File: config.mk
export PLATFORM = sky130hd
export DESIGN_NAME = instr_fetch_flat
export DESIGN_NICKNAME = d
export VERILOG_FILES = /design/src/rtl/instr_fetch_pkg.sv /design/src/rtl/instr_fetch_if.sv /design/src/rtl/instr_fetch.sv /design/src/flat_wrapper.sv
export SDC_FILE = /design/constraint.sdc
export NUM_CORES = 1
export LEC_CHECK = 0
export ABC_CLOCK_PERIOD_IN_PS = 5100
export BUFFER_PORTS_ARGS = -buffer_cell sky130_fd_sc_hd__buf_2
export CAP_MARGIN = 20
export CELL_PAD_IN_SITES_DETAIL_PLACEMENT = 0
export CELL_PAD_IN_SITES_GLOBAL_PLACEMENT = 1
export CORE_MARGIN = 4
export CORE_UTILIZATION = 42
export CTS_CLUSTER_DIAMETER = 50
export DETAILED_ROUTE_END_ITERATION = 8
export PLACE_DENSITY = 0.86
export REMOVE_ABC_BUFFERS = 1
export SYNTH_ARGS = -nofsm -noshare
export SYNTH_HDL_FRONTEND = slang
export SYNTH_SLANG_ARGS = --single-unit
File: constraint.sdc
create_clock -name clk -period 5.1 [get_ports clk]
set_input_delay 0.51 -clock clk [delete_from_list [all_inputs] [get_ports clk]]
set_output_delay 0.51 -clock clk [all_outputs]
set_load 0.03 [all_outputs]
File: src/rtl/instr_fetch_pkg.sv
// Shared fetch/decode definitions: fetch FSM states, word constants, instruction field slices.
// Latency: n/a (types and constants only).
// Backpressure: n/a.
package instr_fetch_pkg;

    typedef enum logic [1:0] {
        FETCH  = 2'd0,
        HOLD   = 2'd1,
        SQUASH = 2'd2,
        HALTED = 2'd3
    } fetch_state_t;

    localparam int unsigned INST_W = 32;

    // Word presented to decode whenever no real instruction is held.
    localparam logic [INST_W-1:0] NOP_WORD = 32'h0000_0000;

    // Sequential fetch increment (byte-addressed 32-bit words).
    localparam int unsigned PC_STEP = 4;

    // Instruction field positions, shared with the control unit decoder.
    localparam int unsigned OPCODE_MSB = 31;
    localparam int unsigned OPCODE_LSB = 26;
    localparam int unsigned FUNC_MSB   = 5;
    localparam int unsigned FUNC_LSB   = 0;
    localparam int unsigned OPCODE_W   = OPCODE_MSB - OPCODE_LSB + 1;
    localparam int unsigned FUNC_W     = FUNC_MSB - FUNC_LSB + 1;

    function automatic logic [OPCODE_W-1:0] get_opcode(input logic [INST_W-1:0] word);
        return word[OPCODE_MSB:OPCODE_LSB];
    endfunction

    function automatic logic [FUNC_W-1:0] get_func(input logic [INST_W-1:0] word);
        return word[FUNC_MSB:FUNC_LSB];
    endfunction

endpackage

File: src/rtl/instr_fetch_if.sv
// Fetch-stage bus bundle: instruction-memory req/ack, decode valid/ready, redirect and halt.
// Latency: n/a (wires only).
// Backpressure: imem_ack stalls the fetch side, inst_ready stalls the decode side.
//
// master: the fetch stage (drives imem_req/imem_addr and the decode-facing outputs)
// slave : memory + decode/control side (drives ack/rdata, ready, redirect, halt)
interface instr_fetch_if #(
    parameter int unsigned ADDR_W = 32
);
    import instr_fetch_pkg::*;

    // instruction memory
    logic                imem_req;
    logic [ADDR_W-1:0]   imem_addr;
    logic                imem_ack;
    logic [INST_W-1:0]   imem_rdata;

    // decode side
    logic                inst_valid;
    logic                inst_ready;
    logic [INST_W-1:0]   inst;
    logic [OPCODE_W-1:0] opcode;
    logic [FUNC_W-1:0]   func;
    logic [ADDR_W-1:0]   inst_pc;
    logic [ADDR_W-1:0]   pc_plus4;

    // control flow
    logic                redirect;
    logic [ADDR_W-1:0]   redirect_pc;
    logic                halt;
    logic                halted;

    modport master (
        output imem_req, imem_addr,
        input  imem_ack, imem_rdata,
        output inst_valid, inst, opcode, func, inst_pc, pc_plus4,
        input  inst_ready,
        input  redirect, redirect_pc, halt,
        output halted
    );

    modport slave (
        input  imem_req, imem_addr,
        output imem_ack, imem_rdata,
        input  inst_valid, inst, opcode, func, inst_pc, pc_plus4,
        output inst_ready,
        output redirect, redirect_pc, halt,
        input  halted
    );

endinterface

File: src/rtl/instr_fetch.sv
// Fetch stage: holds the PC, reads imem, hands one instruction at a time to decode.
// Latency: imem_ack edge -> inst_valid next cycle; peak one instruction every 2 cycles.
// Backpressure: holds inst/inst_pc/inst_valid stable and stops requesting until inst_ready.
//
// Ports: clk, rst_b (async active-low); bus (master) carries imem req/addr/ack/rdata,
//        decode inst_valid/inst_ready/inst/opcode/func/inst_pc/pc_plus4,
//        redirect/redirect_pc, halt/halted.
module instr_fetch
    import instr_fetch_pkg::*;
#(
    parameter int unsigned       ADDR_W   = 32,
    parameter logic [ADDR_W-1:0] RESET_PC = 32'h0040_0000,
    parameter logic [INST_W-1:0] NOP_WORD = instr_fetch_pkg::NOP_WORD
) (
    input  logic          clk,
    input  logic          rst_b,
    instr_fetch_if.master bus
);

    fetch_state_t      state,      state_nxt;
    logic [ADDR_W-1:0] pc,         pc_nxt;
    logic [ADDR_W-1:0] sq_addr,    sq_addr_nxt;   // address of the request being drained in SQUASH
    logic [INST_W-1:0] inst_q,     inst_nxt;
    logic [ADDR_W-1:0] inst_pc_q,  inst_pc_nxt;
    logic              valid_q,    valid_nxt;
    logic              halt_pend,  halt_pend_nxt;

    logic              halt_now;
    logic [ADDR_W-1:0] redir_pc;

    always_ff @(posedge clk or negedge rst_b) begin
        if (!rst_b) begin
            state     <= FETCH;
            pc        <= RESET_PC;
            sq_addr   <= '0;
            inst_q    <= NOP_WORD;
            inst_pc_q <= '0;
            valid_q   <= 1'b0;
            halt_pend <= 1'b0;
        end else begin
            state     <= state_nxt;
            pc        <= pc_nxt;
            sq_addr   <= sq_addr_nxt;
            inst_q    <= inst_nxt;
            inst_pc_q <= inst_pc_nxt;
            valid_q   <= valid_nxt;
            halt_pend <= halt_pend_nxt;
        end
    end

    always_comb begin
        state_nxt     = state;
        pc_nxt        = pc;
        sq_addr_nxt   = sq_addr;
        inst_nxt      = inst_q;
        inst_pc_nxt   = inst_pc_q;
        valid_nxt     = valid_q;
        // A halt seen this cycle counts immediately, so it beats a same-cycle redirect.
        halt_now      = halt_pend | bus.halt;
        halt_pend_nxt = halt_now;
        redir_pc      = bus.redirect_pc & ~ADDR_W'(3);

        unique case (state)
            FETCH: begin
                if (bus.imem_ack) begin
                    if (halt_now) begin
                        state_nxt = HALTED;
                    end else if (bus.redirect) begin
                        // Returning data belongs to the old path: drop it and refetch.
                        pc_nxt = redir_pc;
                    end else begin
                        inst_nxt    = bus.imem_rdata;
                        inst_pc_nxt = pc;
                        pc_nxt      = pc + ADDR_W'(PC_STEP);
                        valid_nxt   = 1'b1;
                        state_nxt   = HOLD;
                    end
                end else if (halt_now || bus.redirect) begin
                    // The request is already out; memory must still see it complete
                    // at the original address before we move on.
                    sq_addr_nxt = pc;
                    state_nxt   = SQUASH;
                    if (!halt_now) begin
                        pc_nxt = redir_pc;
                    end
                end
            end

            HOLD: begin
                if (bus.redirect || bus.inst_ready) begin
                    // Redirect outranks the handshake: the held word is dropped either way.
                    valid_nxt = 1'b0;
                    inst_nxt  = NOP_WORD;
                    if (halt_now) begin
                        state_nxt = HALTED;
                    end else begin
                        state_nxt = FETCH;
                        if (bus.redirect) begin
                            pc_nxt = redir_pc;
                        end
                    end
                end
            end

            SQUASH: begin
                if (!halt_now && bus.redirect) begin
                    pc_nxt = redir_pc;
                end
                if (bus.imem_ack) begin
                    state_nxt = halt_now ? HALTED : FETCH;
                end
            end

            HALTED: begin
                // Terminal until reset; redirects are ignored and pc stays frozen.
            end

            default: begin
                state_nxt = HALTED;
            end
        endcase
    end

    // Request is gated by rst_b so it stays low throughout reset and rises
    // in the first cycle after release.
    always_comb begin
        bus.imem_req  = rst_b && ((state == FETCH) || (state == SQUASH));
        bus.imem_addr = (state == SQUASH) ? sq_addr : pc;
    end

    assign bus.inst_valid = valid_q;
    assign bus.inst       = inst_q;
    assign bus.opcode     = get_opcode(inst_q);
    assign bus.func       = get_func(inst_q);
    assign bus.inst_pc    = inst_pc_q;
    assign bus.pc_plus4   = inst_pc_q + ADDR_W'(PC_STEP);
    assign bus.halted     = (state == HALTED);

endmodule

File: src/flat_wrapper.sv
// flat-port wrapper written by rule: the top's interface ports become plain ports
module instr_fetch_flat import instr_fetch_pkg::*;
#(
    parameter int unsigned       ADDR_W   = 32,
    parameter logic [ADDR_W-1:0] RESET_PC = 32'h0040_0000,
    parameter logic [INST_W-1:0] NOP_WORD = instr_fetch_pkg::NOP_WORD
)
  (clk, rst_b, bus_imem_req, bus_imem_addr, bus_imem_ack, bus_imem_rdata, bus_inst_valid, bus_inst, bus_opcode, bus_func, bus_inst_pc, bus_pc_plus4, bus_inst_ready, bus_redirect, bus_redirect_pc, bus_halt, bus_halted);
  instr_fetch_if #(.ADDR_W(ADDR_W)) bus_i ();
  input  logic clk;
  input  logic rst_b;
  output wire logic [$bits(bus_i.imem_req)-1:0] bus_imem_req;
  output wire logic [$bits(bus_i.imem_addr)-1:0] bus_imem_addr;
  input wire logic [$bits(bus_i.imem_ack)-1:0] bus_imem_ack;
  input wire logic [$bits(bus_i.imem_rdata)-1:0] bus_imem_rdata;
  output wire logic [$bits(bus_i.inst_valid)-1:0] bus_inst_valid;
  output wire logic [$bits(bus_i.inst)-1:0] bus_inst;
  output wire logic [$bits(bus_i.opcode)-1:0] bus_opcode;
  output wire logic [$bits(bus_i.func)-1:0] bus_func;
  output wire logic [$bits(bus_i.inst_pc)-1:0] bus_inst_pc;
  output wire logic [$bits(bus_i.pc_plus4)-1:0] bus_pc_plus4;
  input wire logic [$bits(bus_i.inst_ready)-1:0] bus_inst_ready;
  input wire logic [$bits(bus_i.redirect)-1:0] bus_redirect;
  input wire logic [$bits(bus_i.redirect_pc)-1:0] bus_redirect_pc;
  input wire logic [$bits(bus_i.halt)-1:0] bus_halt;
  output wire logic [$bits(bus_i.halted)-1:0] bus_halted;
  assign bus_imem_req = bus_i.imem_req;
  assign bus_imem_addr = bus_i.imem_addr;
  assign bus_i.imem_ack = bus_imem_ack;
  assign bus_i.imem_rdata = bus_imem_rdata;
  assign bus_inst_valid = bus_i.inst_valid;
  assign bus_inst = bus_i.inst;
  assign bus_opcode = bus_i.opcode;
  assign bus_func = bus_i.func;
  assign bus_inst_pc = bus_i.inst_pc;
  assign bus_pc_plus4 = bus_i.pc_plus4;
  assign bus_i.inst_ready = bus_inst_ready;
  assign bus_i.redirect = bus_redirect;
  assign bus_i.redirect_pc = bus_redirect_pc;
  assign bus_i.halt = bus_halt;
  assign bus_halted = bus_i.halted;
  instr_fetch #(.ADDR_W(ADDR_W), .RESET_PC(RESET_PC), .NOP_WORD(NOP_WORD)) u_core (.clk(clk), .rst_b(rst_b), .bus(bus_i));
endmodule
# Word-level counts from Yosys, hierarchy flattened
# Index checks and enable logic that the tools add are counted.
op_classes:
  addsub: 2
  bitwise: 4
  eq_ne: 13
  n_reduce_logical: 14
  muxes: 29
ops:
  columns: ["cell", "n"]
  rows:
  - ["32-bit 2-to-1 mux", 14]
  - ["32-bit case mux with 3 select lines", 1]
  - ["32-bit by 3-bit adder with 32-bit output, second input constant", 2]
  - ["32-bit case mux with 2 select lines", 1]
  - ["2-bit 2-to-1 mux", 7]
  - ["2-bit inequality test, second input constant", 6]
  - ["5-bit AND reduction", 2]
  - ["7-bit AND reduction", 1]
  - ["2-bit case mux with 3 select lines", 1]
  - ["2-bit equality test, second input constant", 2]
  - ["1-bit 2-to-1 mux", 4]
  - ["2-bit by 1-bit inequality test with 1-bit output, second input constant", 2]
  - ["4-bit by 3-bit inequality test with 1-bit output, second input constant", 1]
  - ["4-bit AND reduction", 1]
  - ["1-bit logical OR", 3]
  - ["3-bit by 2-bit inequality test with 1-bit output, second input constant", 1]
  - ["1-bit inverter", 3]
  - ["3-bit AND reduction", 1]
  - ["3-bit nonzero test", 1]
  - ["2-bit by 1-bit equality test with 1-bit output, second input constant", 1]
  - ["1-bit logical AND", 2]
  - ["2-bit zero test", 1]
  - ["1-bit case mux with 2 select lines", 1]
  - ["2-bit nonzero test", 1]
  - ["other kinds (2)", 2]
word_totals:
  inputBits: 70
  output_inout_bits: 143
  reg_bits: 132

# Depth between registers and ports, before layout
logic_depth:
  depth_word: 5
  depth_mapped: 8
  ltp_nobuf: 6

# Least setup slack after synthesis
# OpenSTA, ideal clock, no wires.
synth_timing:
  path_type: "flip-flop to output port"
  from: "register u_core.inst_pc_q[2] (netlist: u_core.bus.inst_pc[2])"
  to: "output port bus_pc_plus4[23]"
  t_arrival_ps: 2083
  path_stages_with_launch: 6
  t_required_ps: 4590
  path_slack_ps: 2507
  path_cell_list: "dfrtp_1 and3_1 clkbuf_1 nand4_1 or4_1 xnor2_1"
synth_via:
  elab_chain_len: 1
synth_rtl:
  columns: ["item", "line_no", "source"]
  rows:
  - ["start: declaration", "instr_fetch.sv:24", "logic [ADDR_W-1:0] inst_pc_q, inst_pc_nxt;"]
  - ["start signal: assignment", "instr_fetch.sv:45", "inst_pc_q <= inst_pc_nxt;"]
  - ["32-bit by 3-bit adder with 32-bit output", "instr_fetch.sv:136", "assign bus.pc_plus4 = inst_pc_q + ADDR_W'(PC_STEP);"]
  - ["end: declaration", "flat_wrapper.sv:21", "output wire logic [$bits(bus_i.pc_plus4)-1:0] bus_pc_plus4;"]
# Every way passes these cells.

# Worst setup path after layout
layout_timing:
  from: "register u_core.inst_pc_q[5] (netlist: u_core.bus.inst_pc[5])"
  to: "output port bus_pc_plus4[27]"
# Same word-level chain as after synthesis.

==> impl_results.md <==
* Status: finished clean
* Num rows at 46
* Reg2reg setup slack at about 2.5 ns
* Clock Latency Late Sink at 0.41 ns
* Setup Buffers After CTS at 0
* DRT antenna net count at 0
* WL/cell at 17.2 um
* Gr ovfl total at 0
* Crit path cell chain: and4_1 -> nand4_1 -> nor2_1 -> nand4_1 -> xnor2_1 -> buf_2
* Cells after Synth at slightly below 700
* H-tree depth at 4
* FF-to-FF path depth at 6
* Share of layout cells above drive strength 1 at 0.388
* Peak supply drop at around 0.34 mV
* Area Overhead vs Synth at 23.6%
* Reg2reg end: u_core.pc[14]
* Critical-path top delay cell: dfrtp_1
* Worst Path Arrival at 2.59 ns
* Min Tclk post-route at 3.10 ns
* Crit Path Class: reg -> out
* TritonCTS clock tree: yes
* 1st-pass router iterations at 4
* Commonest non-fill, non-tap cell in the layout: buf_2
* Via count at 5736
* Clock transition at the registers of the reported paths at 0.06 ns
* Seq/Total Area, Yosys at 0.464
* Largest net degree at the start of global routing at between 70 and 80
* Most frequent CP cell: nand4_1
* CTS sink cnt at 126
* R2R Path Start: u_core.state[0]
* Top FF cell, synth: dfrtp_1
* Final critical-path share of the clock period at 0.607
* Max Buffers Root-to-Sink at 2
* CP Max Fanout at 7
* Core Area at ~0.016 mm2
* Initial Util at 0.428
* Drt total wl at 18600 um
* Die area at 0.0183 mm2
* TritonCTS buffer count at 17
* Largest stage delay, worst path at 0.44 ns
* Power per cell area at 540 mW/mm2
* Post-synth EDFFs at 0
* Vias in the first global route at approximately 5500
* PortBufs at 204
* Clock Skews at around 0.006 ns
* FFs w/ async S/R, synth at 1.00
* Pins Over Slew Limit at 0
* Leak pwr at 4.14 nW
* CP Capture Type: primary output
* CP top delay family: simple AND/OR/NAND/NOR gates
* RSZ-0062 raised after global routing: no
* Setup violators final at 0
* Synthesized cell area at 0.00680 mm2
* Nets at 924
* Synthesized area per cell at 10.1 um2
* Post-route DRC violation count at 0
* First-pass GRT wire length at 29100 um
* DR vias/cell at 5.33
* Number of diodes at 0
* Detailed placer's ending HPWL at 12800 um
* Setup crit start kind: flop
* RD Place Congestion at 0.778
* Critical Path RT at 4.59 ns
* WP buf/inv at 1
* Drt initial violations at 246
* Die Width at 135 um
* Clock root cell: clkbuf_16
* Die Height at approximately 140 um
* Min-delay worst type: in -> async
* Max-slew headroom at 0.318
* DP Worst Slack at 2.44 ns
* # IOs at 213
* Total of max-cap violations at 0
* Commonest cells after routing, fill and taps aside: buf_2, dfrtp_1, mux2_2
* Antenna violations before repair at 0
* Final worst slack at 2.00 ns
* Worst Max-Slew Pin Slew at just over 1 ns
* Setup TNS at 0 ns
* Hold Fails Final Rpt at 0
* Yosys cell types at 59
* Hold_buf cts at 0
* Warnings from Yosys at 0
* Max Fclk at 323 MHz
* Total Routing Usage GR at 0.200
* Synth Register Bits at approximately 130
* Post-cts gate resize count at 0
-- synthesized netlist by cell type, types with 2 or more instances --
cell / instances / share of area
o31ai_1: 33 / 0.036
buf_4: 21 / 0.023
a32oi_1: 2 / 0.0026
nand2b_1: 3 / 0.0028
xnor2_1: 23 / 0.030
o21ai_1: 2 / 0.0015
a31oi_1: 5 / 0.0046
dfrtp_1: 125 / 0.46
and4_1: 7 / 0.0090
nand4b_1: 2 / 0.0026
and3_1: 11 / 0.010
o22ai_1: 11 / 0.010
o22a_1: 7 / 0.0090
nand3_2: 2 / 0.0029
a21oi_1: 33 / 0.024
nand4_1: 19 / 0.017
xor2_1: 6 / 0.0077
mux2_2: 83 / 0.14
o21a_1: 2 / 0.0022
a2bb2oi_1: 8 / 0.010
inv_1: 43 / 0.024
nand3_1: 25 / 0.018
o21ai_0: 24 / 0.018
ha_1: 6 / 0.011
nor4_1: 2 / 0.0018
nand2_1: 73 / 0.040
a22o_1: 2 / 0.0026
clkbuf_1: 20 / 0.011
nor2_1: 22 / 0.012
and2_1: 3 / 0.0028
buf_2: 19 / 0.014
nor2_2: 2 / 0.0018
-- worst max-delay path by stage --
stage | cells after the start | startpoint | endpoint
floorplan | 5 | bus_halt | u_core.bus.inst_valid
global placement | 6 | u_core.state[0] | u_core.pc[14]
detailed placement | 6 | u_core.state[0] | u_core.pc[14]
CTS | 6 | u_core.bus.inst_pc[5] | bus_pc_plus4[27]
global route | 6 | u_core.bus.inst_pc[5] | bus_pc_plus4[27]
finish | 6 | u_core.bus.inst_pc[5] | bus_pc_plus4[27]
-- cells by family (layout without fill, tap and decap cells) --
group / after synthesis / count (layout) / synth area share
AND/OR/NAND/NOR: 182 / 182 / 0.138
multiplexers: 84 / 84 / 0.139
buffers and inverters: 105 / 287 / 0.0732
adder cells (fa/ha/maj): 6 / 6 / 0.0110
flip-flops: 126 / 126 / 0.464
AO/OA/AOI/OAI: 140 / 140 / 0.137
XOR/XNOR: 29 / 29 / 0.0373
other: 1 / 6 / 0.000551
-- stage by stage --
step                      cell area [um2]  cells  power (W)  hold slack, ns  utilization
after detailed placement             7870   1045    0.00343           0.462        0.495
after global placement               7870   1045    0.00339           0.454        0.495
after floorplan                      6490    617    0.00283           0.214            -
final                                8410   1076    0.00454          0.0382        0.529
after CTS                            8410   1076    0.00458          0.0547        0.529
after global routing                 8410   1076    0.00481          0.0615        0.529
-- state kept, by name, indices dropped and copies added, names as in the netlist --
register / count
u_core.bus.inst: 32
u_core.bus.inst_pc: 30
u_core.sq_addr: 30
u_core.state: 2
u_core.halt_pend: 1
u_core.pc: 30
u_core.bus.inst_valid: 1
-- routing by layer --
| layer | part of all wire | global-route usage | vias up |
|---|---|---|---|
| met1 | 0.45 | 0.269 | 2820 |
| met4 | 0.0069 | 0.0442 | 0 |
| met5 | 0 | 0 | - |
| met2 | 0.48 | 0.327 | 183 |
| li1 | - | - | 2725 |
| met3 | 0.065 | 0.0542 | 8 |
-- final cells by class --
type | count | area [um2]
inverters | 44 | 165
fillers | 1468 | 7480
repair buffers | 212 | 1090
well taps | 216 | 270
multi-input cells | 447 | 3190
flip-flops and latches | 126 | 3150
clock buffers | 23 | 448
clock inverters | 8 | 92.6
-- power by group --
part | total (W) | switching, W | internal, W
sequential | 0.00154 | 0.000284 | 0.00126
combinational | 0.00186 | 0.00115 | 0.000709
clock | 0.00113 | 0.000423 | 0.000711
total | 0.00454 | 0.00186 | 0.00268
(Power assumes the default switching activity.)
